===== src/rtl/fp_add_align_if.sv =====
// Operand/result handshake bundle for the FP adder alignment stage.
// slave = alignment stage side, master = producer/consumer side.
interface fp_add_align_if #(
   parameter int EW = 8,
   parameter int FW = 23
);
   localparam int SW = FW + 4;
   localparam int W  = EW + FW + 1;

   logic          in_valid;
   logic          in_ready;
   logic [W-1:0]  a;
   logic [W-1:0]  b;
   logic          out_valid;
   logic          out_ready;
   logic          swap;
   logic          sign_big;
   logic          sign_small;
   logic [EW-1:0] e_common;
   logic [SW-1:0] m_big;
   logic [SW-1:0] m_small;

   modport slave (
      input  in_valid, a, b, out_ready,
      output in_ready, out_valid, swap, sign_big, sign_small,
             e_common, m_big, m_small
   );

   modport master (
      output in_valid, a, b, out_ready,
      input  in_ready, out_valid, swap, sign_big, sign_small,
             e_common, m_big, m_small
   );
endinterface


===== src/rtl/fp_add_align.sv =====
// FP adder front end: orders operands by magnitude and right-aligns the smaller
// significand one bit per clock, folding shifted-out bits into a sticky bit.
module fp_add_align #(
   parameter int EW = 8,
   parameter int FW = 23
) (
   input  logic            clk,
   input  logic            rst_n,
   fp_add_align_if.slave   bus
);
   localparam int SW = FW + 4;
   localparam int W  = EW + FW + 1;
   localparam logic [EW-1:0] SW_E  = EW'(SW);
   localparam logic [EW-1:0] ONE_E = EW'(1);

   typedef enum logic [1:0] {IDLE, COMPARE, SHIFT, DONE} state_t;

   state_t        r_state;
   state_t        w_next;
   logic [W-1:0]  r_a;
   logic [W-1:0]  r_b;
   logic          r_swap;
   logic          r_sign_big;
   logic          r_sign_small;
   logic [EW-1:0] r_e_common;
   logic [EW-1:0] r_cnt;
   logic [SW-1:0] r_m_big;
   logic [SW-1:0] r_m_small;

   logic [EW-1:0] w_exp_a, w_exp_b, w_e_a, w_e_b, w_e_big, w_e_small, w_d;
   logic [FW-1:0] w_frac_a, w_frac_b;
   logic [SW-1:0] w_m_a, w_m_b, w_m_big, w_m_small;
   logic          w_swap, w_sat;

   // Zero/denormal operands use effective exponent 1 with a clear hidden bit.
   assign w_exp_a   = r_a[W-2:FW];
   assign w_exp_b   = r_b[W-2:FW];
   assign w_frac_a  = r_a[FW-1:0];
   assign w_frac_b  = r_b[FW-1:0];
   assign w_e_a     = (w_exp_a == '0) ? ONE_E : w_exp_a;
   assign w_e_b     = (w_exp_b == '0) ? ONE_E : w_exp_b;
   assign w_m_a     = {(w_exp_a != '0), w_frac_a, 3'b000};
   assign w_m_b     = {(w_exp_b != '0), w_frac_b, 3'b000};
   assign w_swap    = (w_e_b > w_e_a) | ((w_e_b == w_e_a) & (w_frac_b > w_frac_a));
   assign w_e_big   = w_swap ? w_e_b : w_e_a;
   assign w_e_small = w_swap ? w_e_a : w_e_b;
   assign w_m_big   = w_swap ? w_m_b : w_m_a;
   assign w_m_small = w_swap ? w_m_a : w_m_b;
   assign w_d       = w_e_big - w_e_small;
   assign w_sat     = (w_d >= SW_E);

   always_ff @(posedge clk or negedge rst_n) begin
      if (!rst_n) r_state <= IDLE;
      else        r_state <= w_next;
   end

   always_comb begin
      w_next = r_state;
      case (r_state)
         IDLE:    if (bus.in_valid) w_next = COMPARE;
         COMPARE: w_next = ((w_d == '0) || w_sat) ? DONE : SHIFT;
         SHIFT:   if (r_cnt == ONE_E) w_next = DONE;
         DONE:    if (bus.out_ready) w_next = IDLE;
         default: w_next = IDLE;
      endcase
   end

   always_ff @(posedge clk or negedge rst_n) begin
      if (!rst_n) begin
         r_a          <= '0;
         r_b          <= '0;
         r_swap       <= 1'b0;
         r_sign_big   <= 1'b0;
         r_sign_small <= 1'b0;
         r_e_common   <= '0;
         r_cnt        <= '0;
         r_m_big      <= '0;
         r_m_small    <= '0;
      end else begin
         case (r_state)
            IDLE: begin
               if (bus.in_valid) begin
                  r_a <= bus.a;
                  r_b <= bus.b;
               end
            end
            COMPARE: begin
               r_swap       <= w_swap;
               r_sign_big   <= w_swap ? r_b[W-1] : r_a[W-1];
               r_sign_small <= w_swap ? r_a[W-1] : r_b[W-1];
               r_e_common   <= w_e_big;
               r_m_big      <= w_m_big;
               r_m_small    <= w_sat ? {{(SW-1){1'b0}}, |w_m_small} : w_m_small;
               r_cnt        <= w_d;
            end
            SHIFT: begin
               r_m_small <= {1'b0, r_m_small[SW-1:2], |r_m_small[1:0]};
               r_cnt     <= r_cnt - ONE_E;
            end
            default: ;
         endcase
      end
   end

   assign bus.in_ready   = (r_state == IDLE);
   assign bus.out_valid  = (r_state == DONE);
   assign bus.swap       = r_swap;
   assign bus.sign_big   = r_sign_big;
   assign bus.sign_small = r_sign_small;
   assign bus.e_common   = r_e_common;
   assign bus.m_big      = r_m_big;
   assign bus.m_small    = r_m_small;
endmodule


===== src/flat_wrapper.sv =====
// flat-port wrapper written by rule: the top's interface ports become plain ports
module fp_add_align_flat 
#(
   parameter int EW = 8,
   parameter int FW = 23
)
  (clk, rst_n, bus_in_valid, bus_a, bus_b, bus_out_ready, bus_in_ready, bus_out_valid, bus_swap, bus_sign_big, bus_sign_small, bus_e_common, bus_m_big, bus_m_small);
  fp_add_align_if #(.EW(EW), .FW(FW)) bus_i ();
  input  logic clk;
  input  logic rst_n;
  input wire logic [$bits(bus_i.in_valid)-1:0] bus_in_valid;
  input wire logic [$bits(bus_i.a)-1:0] bus_a;
  input wire logic [$bits(bus_i.b)-1:0] bus_b;
  input wire logic [$bits(bus_i.out_ready)-1:0] bus_out_ready;
  output wire logic [$bits(bus_i.in_ready)-1:0] bus_in_ready;
  output wire logic [$bits(bus_i.out_valid)-1:0] bus_out_valid;
  output wire logic [$bits(bus_i.swap)-1:0] bus_swap;
  output wire logic [$bits(bus_i.sign_big)-1:0] bus_sign_big;
  output wire logic [$bits(bus_i.sign_small)-1:0] bus_sign_small;
  output wire logic [$bits(bus_i.e_common)-1:0] bus_e_common;
  output wire logic [$bits(bus_i.m_big)-1:0] bus_m_big;
  output wire logic [$bits(bus_i.m_small)-1:0] bus_m_small;
  assign bus_i.in_valid = bus_in_valid;
  assign bus_i.a = bus_a;
  assign bus_i.b = bus_b;
  assign bus_i.out_ready = bus_out_ready;
  assign bus_in_ready = bus_i.in_ready;
  assign bus_out_valid = bus_i.out_valid;
  assign bus_swap = bus_i.swap;
  assign bus_sign_big = bus_i.sign_big;
  assign bus_sign_small = bus_i.sign_small;
  assign bus_e_common = bus_i.e_common;
  assign bus_m_big = bus_i.m_big;
  assign bus_m_small = bus_i.m_small;
  fp_add_align #(.EW(EW), .FW(FW)) u_core (.clk(clk), .rst_n(rst_n), .bus(bus_i));
endmodule

===== config.mk =====
export PLATFORM = sky130hd
export DESIGN_NAME = fp_add_align_flat
export DESIGN_NICKNAME = d
export VERILOG_FILES = /design/src/rtl/fp_add_align_if.sv /design/src/rtl/fp_add_align.sv /design/src/flat_wrapper.sv
export SDC_FILE = /design/constraint.sdc
export NUM_CORES = 1
export LEC_CHECK = 0
export BUFFER_PORTS_ARGS = -buffer_cell sky130_fd_sc_hd__buf_2
export CAP_MARGIN = 30
export CORE_MARGIN = 1.5
export CORE_UTILIZATION = 63
export CTS_BUF_LIST = sky130_fd_sc_hd__clkbuf_8
export CTS_CLUSTER_SIZE = 16
export DETAILED_ROUTE_END_ITERATION = 10
export GPL_TIMING_DRIVEN = 0
export HOLD_SLACK_MARGIN = 0.08
export PLACE_DENSITY = 0.95
export SLEW_MARGIN = 20
export SYNTH_ARGS = -nofsm -noshare
export SYNTH_HDL_FRONTEND = slang
export SYNTH_SLANG_ARGS = --single-unit

===== constraint.sdc =====
create_clock -name clk -period 9.9 [get_ports clk]
set_input_delay 1.98 -clock clk [delete_from_list [all_inputs] [get_ports clk]]
set_output_delay 1.98 -clock clk [all_outputs]
set_load 0.1 [all_outputs]

== Word-level counts from Yosys, hierarchy flattened ==
Index checks and enable logic that the tools add are counted.

* Bits in registers: 139
* Output and inout bits: 67

* $add $sub $neg: 2
* $lt $le $gt $ge: 3
* Equal/unequal tests: 8
* Muxes and demuxes: 16
* Bitwise operators: 2
* Reductions and logical operators: 12

{| class="wikitable"
|+ Operators with widths
! operator !! count
|-
| $mux W27 || 3
|-
| $pmux W27 S2 || 1
|-
| $mux W8 || 4
|-
| $reduce_or A27 Y1 || 1
|-
| $logic_not A8 Y1 || 3
|-
| $gt A23 B23 Y1 || 1
|-
| $pmux W8 S2 || 1
|-
| $reduce_bool A8 Y1 || 2
|-
| $eq A8 B1 Y1 const B || 1
|-
| $eq A8 B8 Y1 || 1
|-
| $ge A8 B5 Y1 const B || 1
|-
| $gt A8 B8 Y1 || 1
|-
| $pmux W2 S4 || 1
|-
| $sub A8 B1 Y8 const B || 1
|-
| $sub A8 B8 Y8 || 1
|-
| $mux W2 || 3
|-
| $eq A2 B2 Y1 const B || 2
|-
| $ne A2 B2 Y1 const B || 2
|-
| $mux W1 || 3
|-
| $reduce_and A3 Y1 || 1
|-
| $eq A2 B1 Y1 const B || 1
|-
| $logic_not A2 Y1 || 1
|-
| $ne A2 B1 Y1 const B || 1
|-
| $reduce_and A2 Y1 || 1
|-
| other kinds (5) || 5
|}

== Longest topological paths before layout ==
* Word-level depth: 11
* Gate-level depth with buffers: 23
* Mapped depth without buffers: 20

== Worst setup path after synthesis ==
OpenSTA, ideal clock, no wires.

* Path type: flip-flop to flip-flop
* Start: reg u_core.r_b[27]
* End: reg u_core.r_m_small[23], in the netlist u_core.bus.m_small[23]
* Setup time: 0.092 ns
* Data arrival time: 4.747 ns
* Required time: 9.808 ns
* Path slack: 5.061 ns
* Cell stages (with the launch flop): 24
* Path buffers: 3
* Cell sequence: dfrtp_1 or4_1 nor2_1 nor2_1 ha_1 nand3_1 or4_1 a21oi_2 and4_1 clkbuf_1 nor2_1 clkbuf_1 a31oi_1 ha_1 and2_1 nor2_1 nand2_1 nor3_1 a211oi_1 a32o_1 xnor2_2 nand4_1 buf_2 o31ai_2

* Word-level cells in the longest chain between the ends: 10
* Elaborated cells on any way between the ends: 13
* Classes of those cells: add/sub: 1; order compare: 2; eq/ne: 1; mux: 6; bitwise: 2; reduce/logical: 1

{| class="wikitable"
|+ Ends and longest elaborated chain
! what !! line !! RTL
|-
| from (decl) || fp_add_align.sv:21 || <nowiki>logic [W-1:0] r_b;</nowiki>
|-
| from (signal assigned) || fp_add_align.sv:84 || <nowiki>r_b <= bus.b;</nowiki>
|-
| $logic_not A8 Y1 || fp_add_align.sv:41 || <nowiki>assign w_e_b = (w_exp_b == '0) ? ONE_E : w_exp_b;</nowiki>
|-
| $mux W8 * || fp_add_align.sv:41 ||
|-
| parallel branches: the longest is 6 deep, another holds $gt A8 B8 Y1 || n/a ||
|-
| $mux W27 * || fp_add_align.sv:93 || <nowiki>r_m_small <= w_sat ? {{(SW-1){1'b0}}, |w_m_small} : w_m_small;</nowiki>
|-
| $pmux W27 S2 * || fp_add_align.sv:80 || <nowiki>case (r_state)</nowiki>
|-
| to (signal assigned) || fp_add_align.sv:93 ||
|-
| to (signal assigned) || fp_add_align.sv:97 || <nowiki>r_m_small <= {1'b0, r_m_small[SW-1:2], |r_m_small[1:0]};</nowiki>
|-
| to (decl) || fp_add_align.sv:28 || <nowiki>logic [SW-1:0] r_m_small;</nowiki>
|}

Every way passes the cells marked *.
A chain may end at the register's enable or synchronous reset.

== Worst setup path in the final report ==
* Start: reg u_core.r_b[27]
* End: reg u_core.r_m_small[18], in the netlist u_core.bus.m_small[18]

The elaborated chain is that of the path after synthesis.

==> results by group <==
Worst setup path
  – Worst-path maximum fanout: 10
  – Critical path class: flip-flop to flip-flop
  – CP max stage delay: 0.55 ns
  – Arr. time, crit path: 6.67 ns
  – CP endpoint kind: flip-flop
  – Top cell family by delay on the critical path: simple AND/OR/NAND/NOR gates
  – Crit start category: flip-flop
  – Most used cell along the critical path: nor2_1
  – Slowest-stage cell, CP: or4_1
  – Worst-path cell chain: or4_1, nor2_1, nor2_1, ha_1, nand3_1, or4_1, a21oi_2, and4_1, clkbuf_1, nor2_1, clkbuf_1, a31oi_1, ha_1, and2_1, nor2_1, nand2_1, nor3_1, a211oi_1, xor2_1, a41oi_1, nand4_1, buf_2, o221ai_1
  – Critical path required time: 10.26 ns
  – CP Buf/Inv Count: 3

Floorplanning
  – Die X: 112.4 um
  – Initial Util: 65.25%
  – # IOs: 135
  – Die area: 0.01264 mm2
  – Core area: 0.01156 mm2
  – Row cnt: 39
  – Die H: 112.4 um

Placement
  – Post-DP HPWL: 16.16 mm
  – Gpl congestion: 0.9492
  – Inst Count DP: 1,096
  – DP Area: 0.008426 mm2
  – # port buffers: 131

STA
  – Final setup viols: 0
  – Fin crit share: 63.81%
  – Endpoints failing hold: 0
  – Final Max Tran Viols: 0
  – Worst slew pin tran: 0.8892 ns
  – Clock Skew: 0.01325 ns
  – Unrepaired setup endpoints after global routing: false
  – Fmax: 0.1583 GHz
  – Rel. slew slack: 40.50%
  – Min Tclk post-route: 6.317 ns
  – Setup TNS: 0 ns

Outcome
  – Run status: complete, but fails checks
  – Failing checks: DRC

Clocking
  – Largest buffer count on any clock path: 2
  – Num CTS Buffers: 17
  – CTS tree: built
  – Worst-skew pair later-pin latency: 0.47 ns
  – Cts hold-fix bufs: 0
  – Clock slew at reported path FFs: 0.08 ns
  – Post-CTS resize count: 0
  – # H-tree levels: 4
  – Clock root buffer master: clkbuf_8
  – Post-CTS Repair Setup Buffers: 0
  – Clk sinks: 136

Logic synthesis
  – Post-synth top area share: 45.10%
  – Yosys warnings: 0
  – Register bit total from synthesis: 136
  – Syn Inst Count: 819
  – Top area cells in the synthesized netlist: dfrtp_1 45%, mux2_2 9.8%, ha_1 6.1%, a21oi_1 5.9%, nor2_1 4.2%
  – Prevailing post-synth register cell: dfrtp_1
  – Asr flop ratio synth: 100.0%
  – Register area share after synthesis: 45.10%
  – Synth unique cells: 60
  – Post-synth EDFFs: 0
  – Synth area leader: dfrtp_1
  – Post-synthesis cell area: 0.007546 mm2
  – Avg Inst Size Synth: 9.214 um2

Drt
  – Via Count: 7,305
  – DRC viols: 10
  – Antenna Nets Post-Route: 0
  – Average wire per standard cell: 19.93 um
  – Via density: 6.476
  – First-pass DRT Iterations: 11
  – Overall routed net length: 22.49 mm
  – Starting DRT DRC Count: 1,097

Cells and area
  – Net count, final: 1,077
  – Area growth from synthesis to layout: 17.36%
  – Design Area, Final: 0.008856 mm2
  – Commonest non-fill, non-tap cell in the layout: buf_2
  – Most frequent cells in the layout: 137 x buf_2, 136 x dfrtp_1, 89 x a21oi_1, 85 x nor2_1, 77 x nand2_1
  – Final non-filler cell total: 1,128
  – Fill count: 755
  – Register area: 0.003403 mm2
  – Footprint of the multi-input gates: 0.003695 mm2
  – Antenna Cells: 0
  – Layout cell share with drive strength beyond 1: 24.97%

Global routing
  – Vias in the first global route: 6,926
  – Initial antenna violation count: 0
  – Largest net degree at the start of global routing: 74
  – GR Util All Layers: 36.36%
  – First-pass GRT wire length: 35.47 mm
  – Grt ovf: 0

Min path
  – Worst min path class: flip-flop to flip-flop

Run
  – Max_cap viols: 0
-- kinds of logic (layout without fill, tap and decap cells) --
| logic type | Yosys count | count (layout) | synth area share, % |
|---|---|---|---|
| buffers and inverters | 116 | 280 | 6.035 |
| xor gates and xnor gates | 4 | 4 | 0.5639 |
| and+or+nand+nor | 255 | 255 | 15.44 |
| adders and majority gates | 37 | 37 | 6.135 |
| DFF | 136 | 136 | 45.10 |
| muxes | 69 | 69 | 10.25 |
| other | 1 | 3 | 0.04970 |
| AOI/OAI and AO/OA | 201 | 201 | 16.43 |
-- sequential cells by signal, summed over array words and instances (netlist names) --
name,cells
u_core.bus.e_common,8
u_core.bus.sign_small,1
u_core.bus.m_small,27
u_core.bus.swap,1
u_core.r_cnt,8
u_core.r_b,32
u_core.r_state,2
u_core.bus.m_big,24
u_core.bus.sign_big,1
u_core.r_a,32
-- routing by layer --
| metal | up-vias | GRT usage, % | wire, um |
|---|---|---|---|
| li1 | 3197 | - | - |
| met1 | 3444 | 48.27 | 8815 |
| met2 | 563 | 59.10 | 10440 |
| met3 | 101 | 7.613 | 2459 |
| met4 | 0 | 14.26 | 771 |
| met5 | - | 0 | 0 |
-- final timing paths --
check | startpoint | to | slack, ns | cells after the start
worst max-delay path | u_core.r_b[27] | u_core.bus.m_small[18] | 3.58 | 23
worst min-delay path | u_core.r_a[8] | u_core.r_a[8] | 0.51 | 1
worst max register to register | u_core.r_b[27] | u_core.bus.m_small[18] | 3.58 | 23
worst min register to register | u_core.r_a[8] | u_core.r_a[8] | 0.51 | 1
max in group asynchronous | rst_n | u_core.r_a[18] | 7.76 | 2
min in group asynchronous | rst_n | u_core.r_cnt[2] | 1.44 | 1
-- metrics by stage --
step / hold slack (ns) / setup slack (ns) / util, %
finish: 0.5134 / 3.583 / 76.58
global placement: 0.4893 / 3.852 / 72.53
global route: 0.5285 / 3.254 / 76.58
floorplan: 0.4794 / 5.061 / -
CTS: 0.5139 / 3.712 / 76.58
detailed placement: 0.4972 / 3.727 / 72.86
-- synth_stat cells (all sizes together), types with 6 or more instances --
library cell  instances
nand2                77
o221ai               21
a21oi                90
nor3                 10
o21ai                41
inv                  61
or4                   6
mux2                 66
nand3                30
buf                  11
a31oi                11
clkbuf               44
nand4                13
nor4                 10
dfrtp               136
nor2                 85
ha                   37
-- cell type report --
class                   instances  area share, %
plain buffers                  55          2.557
clock buffers                  18          2.797
clock inverters                14          2.063
inverters                      61          2.585
multi-input cells             569          41.72
flip-flops and latches        136          38.43
well taps                     143          2.020
repair buffers                132          7.827
Power is left out: the tool's default activity adds up to more than one toggle a clock period on the data nets, which glitch-free logic cannot reach.
